$ cat src/rtl/video_timing_gen.sv
// Raster timing source: free-running x/y counters with registered display-enable,
// sync and start-of-line/frame flags. Every output describes the same pixel.
module video_timing_gen #(
  parameter int H_ACTIVE = 640,
  parameter int H_FP     = 16,
  parameter int H_SYNC   = 96,
  parameter int H_BP     = 48,
  parameter int V_ACTIVE = 480,
  parameter int V_FP     = 10,
  parameter int V_SYNC   = 2,
  parameter int V_BP     = 33,
  parameter bit HS_POL   = 1'b0,
  parameter bit VS_POL   = 1'b0
) (
  input  logic       clk,
  input  logic       rst,
  input  logic       ce,
  output logic [9:0] x,
  output logic [9:0] y,
  output logic       vde,
  output logic       hsync,
  output logic       vsync,
  output logic       line_start,
  output logic       frame_start
);

  localparam int H_TOTAL = H_ACTIVE + H_FP + H_SYNC + H_BP;
  localparam int V_TOTAL = V_ACTIVE + V_FP + V_SYNC + V_BP;

  // Region boundaries are held one bit wider than the counters so that an
  // end-of-region value equal to 1024 still compares correctly.
  localparam logic [10:0] H_LAST_W     = 11'(H_TOTAL - 1);
  localparam logic [10:0] V_LAST_W     = 11'(V_TOTAL - 1);
  localparam logic [10:0] H_ACT_END    = 11'(H_ACTIVE);
  localparam logic [10:0] V_ACT_END    = 11'(V_ACTIVE);
  localparam logic [10:0] H_SYNC_START = 11'(H_ACTIVE + H_FP);
  localparam logic [10:0] H_SYNC_END   = 11'(H_ACTIVE + H_FP + H_SYNC);
  localparam logic [10:0] V_SYNC_START = 11'(V_ACTIVE + V_FP);
  localparam logic [10:0] V_SYNC_END   = 11'(V_ACTIVE + V_FP + V_SYNC);

  localparam logic [9:0] H_LAST = H_LAST_W[9:0];
  localparam logic [9:0] V_LAST = V_LAST_W[9:0];

  // The 10-bit coordinate outputs can only describe rasters up to 1024x1024.
  if (H_TOTAL > 1024) begin : g_bad_h_total
    $error("video_timing_gen: H_TOTAL=%0d does not fit the 10-bit x counter", H_TOTAL);
  end
  if (V_TOTAL > 1024) begin : g_bad_v_total
    $error("video_timing_gen: V_TOTAL=%0d does not fit the 10-bit y counter", V_TOTAL);
  end
  if (H_ACTIVE < 1 || V_ACTIVE < 1) begin : g_bad_active
    $error("video_timing_gen: active region must be at least one pixel");
  end

  logic       h_wrap;
  logic       v_wrap;
  logic [9:0] x_next;
  logic [9:0] y_next;
  logic       vde_next;
  logic       hsync_next;
  logic       vsync_next;
  logic       line_start_next;
  logic       frame_start_next;
  logic       h_in_sync;
  logic       v_in_sync;

  // Raster position that the next advancing ce will move to.
  always_comb begin
    h_wrap = (x == H_LAST);
    v_wrap = (y == V_LAST);
    x_next = 10'd0;
    y_next = y;
    if (!h_wrap) begin
      x_next = x + 10'd1;
    end
    if (h_wrap) begin
      y_next = v_wrap ? 10'd0 : (y + 10'd1);
    end
  end

  // Flags decoded from the next position so that, once registered, they line
  // up with x/y on the same cycle; vsync follows y and so changes only at x=0.
  always_comb begin
    vde_next         = ({1'b0, x_next} < H_ACT_END) && ({1'b0, y_next} < V_ACT_END);
    h_in_sync        = ({1'b0, x_next} >= H_SYNC_START) && ({1'b0, x_next} < H_SYNC_END);
    v_in_sync        = ({1'b0, y_next} >= V_SYNC_START) && ({1'b0, y_next} < V_SYNC_END);
    hsync_next       = h_in_sync ? HS_POL : ~HS_POL;
    vsync_next       = v_in_sync ? VS_POL : ~VS_POL;
    line_start_next  = (x_next == 10'd0);
    frame_start_next = (x_next == 10'd0) && (y_next == 10'd0);
  end

  // Output registers: reset parks on the last blanking pixel so the first ce
  // lands on (0,0); without ce the raster holds and the pulses drop.
  always_ff @(posedge clk) begin
    if (rst) begin
      x           <= H_LAST;
      y           <= V_LAST;
      vde         <= 1'b0;
      hsync       <= ~HS_POL;
      vsync       <= ~VS_POL;
      line_start  <= 1'b0;
      frame_start <= 1'b0;
    end else if (ce) begin
      x           <= x_next;
      y           <= y_next;
      vde         <= vde_next;
      hsync       <= hsync_next;
      vsync       <= vsync_next;
      line_start  <= line_start_next;
      frame_start <= frame_start_next;
    end else begin
      line_start  <= 1'b0;
      frame_start <= 1'b0;
    end
  end

endmodule

$ cat config.mk
export PLATFORM = sky130hd
export DESIGN_NAME = video_timing_gen
export DESIGN_NICKNAME = d
export VERILOG_FILES = /design/src/rtl/video_timing_gen.sv
export SDC_FILE = /design/constraint.sdc
export NUM_CORES = 1
export LEC_CHECK = 0
export ABC_AREA = 1
export ABC_CLOCK_PERIOD_IN_PS = 2400
export CAP_MARGIN = 20
export CORE_ASPECT_RATIO = 0.6
export CORE_MARGIN = 4
export CORE_UTILIZATION = 53
export DETAILED_ROUTE_END_ITERATION = 8
export PLACE_DENSITY = 0.81
export SKIP_CTS_REPAIR_TIMING = 1
export SYNTH_ARGS = -nofsm -noshare
export SYNTH_HDL_FRONTEND = slang
export SYNTH_SLANG_ARGS = --single-unit
export TNS_END_PERCENT = 100
$ cat constraint.sdc
create_clock -name clk -period 2.4 [get_ports clk]
set_clock_uncertainty 0.15 [all_clocks]
set_input_delay 0.24 -clock clk [delete_from_list [all_inputs] [get_ports clk]]
set_output_delay 0.24 -clock clk [all_outputs]
set_load 0.005 [all_outputs]
==> metrics.txt <==
CTS clk-pin slew, worst paths=0.08 ns; Buffers on Ports=27; top layer reached by signal wires=met4; Clock Tree Buf Depth=2; CTS H-tree depth=1; 1st-iter DRT viols=233; CTS tree=done; initial antenna violation count=0; Synth top area share=30.4%; Yosys cell types=30; YS warnings=0; met3 WL post-DR=432 um; via/cell ratio=5.30; worst path cell trace=ha_1 > nand2_2 > nor2_8 > nand3_2 > o21ai_1 > nand2_1 > nor2_1 > nand3_1 > nor2_1; Final Cell Area=2010 um2; Layout area overhead=22.1%; final core occ=68.5%; leading post-synthesis cells by cell area=dfxtp_1, nand2_1, inv_1; Crit path max-delay family=simple AND/OR/NAND/NOR gates; min Tclk post-route=2.08 ns; Placement Cell Area=1960 um2; largest net degree at the start of global routing=27; Multi-input gate area=960 um2; Sequential cell area=500 um2; kind of critical path=flop to flop; Syn Inst Count=260; number of buffers created by CTS=3; met2 wire length=1550 um; antenna fix cells=0; CP Launch Type=flop; Fill cells=261; Cell Area, Synth=1640 um2; die area=4090 um2; # DRC=0; # setup viols final=0; Top-Level Pins=28; total gr overflow=0; met1 wire length=2350 um; CP bufs+invs=0; crit-path most repeated cell=nor2_1; slowest stage delay, CP=0.41 ns; root buffer cell=clkbuf_8; Max Cap Viol=0; drt first pass iters=4; first-pass GRT wire length=6940 um; final number of hold-violating endpoints=0; fraction of layout cells with a size suffix above 1=8.30%; Max Slew Vio Count=0; chip width=79.9 um; VDD IR-drop max=321 uV; DR vias=1753; GPL Wtd Cong=0.971; crit-path max FO=12; PwrDens=536 nW/um2; number of global-route vias before repair=1345; average size of a mapped cell=6.32 um2; worst slew pin tran=0.318 ns; total wire length=4340 um; Synth area leader=dfxtp_1; CP max stage cell=dfxtp_1; post-synthesis sequential area ratio=30.4%; RSZ-0062 raised after global routing=false; number of cell rows=15; Critical Path Sink Type=flop; placed cell count=327; leakage power=1.00 nW; Die Y=51.1 um; fmax=0.481 GHz; All-Layer GR Usage=22.2%; syn_nets=266; critical path arrival=2.13 ns; Initial Utilization=56.2%; routed len/inst=13.1 um; final worst-path cycle share=86.7%; Antenna Violating Nets Remaining=0; Fin Setup TNS=0 ns; data required time of the critical path=2.45 ns; worst-skew pair later-pin latency=0.26 ns; CTS Sinks=25; Slew headroom=78.8%; total core area=2930 um2; status=completed; post-route insts no fill=331; Hold Path Class=flop to flop; count of state elements after synthesis=25; hpwl dp=3280 um; final-stage net count=296
==> stage by stage <==
stage / hold WS [ns] / power [W] / setup WS, ns
floorplan: 0.269 / 0.000712 / 0.549
global placement: 0.312 / 0.000828 / 0.409
detailed placement: 0.311 / 0.000830 / 0.382
CTS: 0.336 / 0.00108 / 0.353
global route: 0.368 / 0.00114 / 0.150
finish: 0.335 / 0.00108 / 0.320
==> kinds of logic after synthesis <==
group / after synthesis / share of synthesized area (%)
and+or+nand+nor: 139 / 39.0
AOI/OAI and AO/OA: 49 / 16.5
buffers and inverters: 43 / 11.2
DFF: 25 / 30.4
adders and majority gates: 3 / 2.28
xor gates and xnor gates: 1 / 0.533
==> layer usage <==
metal / vias to the layer above / track usage (%)
li1: 903 / -
met4: 0 / 3.37
met1: 758 / 37.7
met2: 90 / 26.5
met5: - / 0
met3: 2 / 5.63
==> sequential cells by signal, summed over array words and instances (netlist names) <==
register and flops:
x 10, y 10, frame_start 1, hsync 1, line_start 1, vde 1
vsync 1
==> final timing paths <==
kind	end	from	depth (start not counted)	slack [ns]
setup / recovery	frame_start	x[0]	9	0.32
hold / removal	vde	vde	2	0.33
setup reg to reg	frame_start	x[0]	9	0.32
hold reg to reg	vde	vde	2	0.33
==> cells in the mapped netlist <==
master,count
buf_6,1
or2_2,1
a21oi_2,1
a21o_1,2
o31ai_1,2
a211oi_1,1
o21ai_0,17
inv_1,33
a21oi_1,19
nand3_2,5
clkbuf_1,5
nand3b_1,1
nor2_8,2
o21ai_1,3
o211ai_1,3
inv_2,1
nand3_1,19
ha_1,3
buf_2,1
buf_8,1
o21bai_1,1
nand2_1,75
xor2_1,1
nor2_1,25
nand4_1,6
dfxtp_1,25
inv_4,1
nand2_2,2
nor3_1,1
nor2_2,2
==> cell usage in the layout (no fill, tap or decap), types with 2 or more instances in the layout <==
master and instances:
clkdlybuf4s50_1 27, nor2_8 2, o31ai_1 2, nand3_1 19
ha_1 3, o21ai_0 17, inv_1 33, o21ai_1 3
nor2_2 2, buf_4 6, clkbuf_8 3, nand4_1 6
o211ai_1 3, a21oi_1 19, nand2_1 75, dfxtp_1 25
nand3_2 5, nor2_1 25, nand2_2 2, a21o_1 2
==> worst register-to-register path, delay by kind of cell, from the launching register on <==
family | cells | cell delay, ns
simple gates | 7 | 0.97
fa+ha+maj | 1 | 0.21
compound gates | 1 | 0.28
flops | 1 | 0.41
==> power by group <==
group / total [W] / leakage, nW / switching, W / internal, W
clock network: 0.000246 / 0.0228 / 0.000128 / 0.000119
registers: 0.000483 / 0.207 / 0.0000395 / 0.000444
logic: 0.000346 / 0.772 / 0.000205 / 0.000141
total: 0.00107 / 1.00 / 0.000372 / 0.000703
==> final cells by class <==
cell class | instances | share of cell area, %
repair buffers | 33 | 15.7
inverters | 35 | 6.67
multi-input cells | 192 | 47.8
clock buffers | 4 | 2.24
flip-flops and latches | 25 | 24.9
well taps | 42 | 2.62
(Power assumes the default switching activity.)
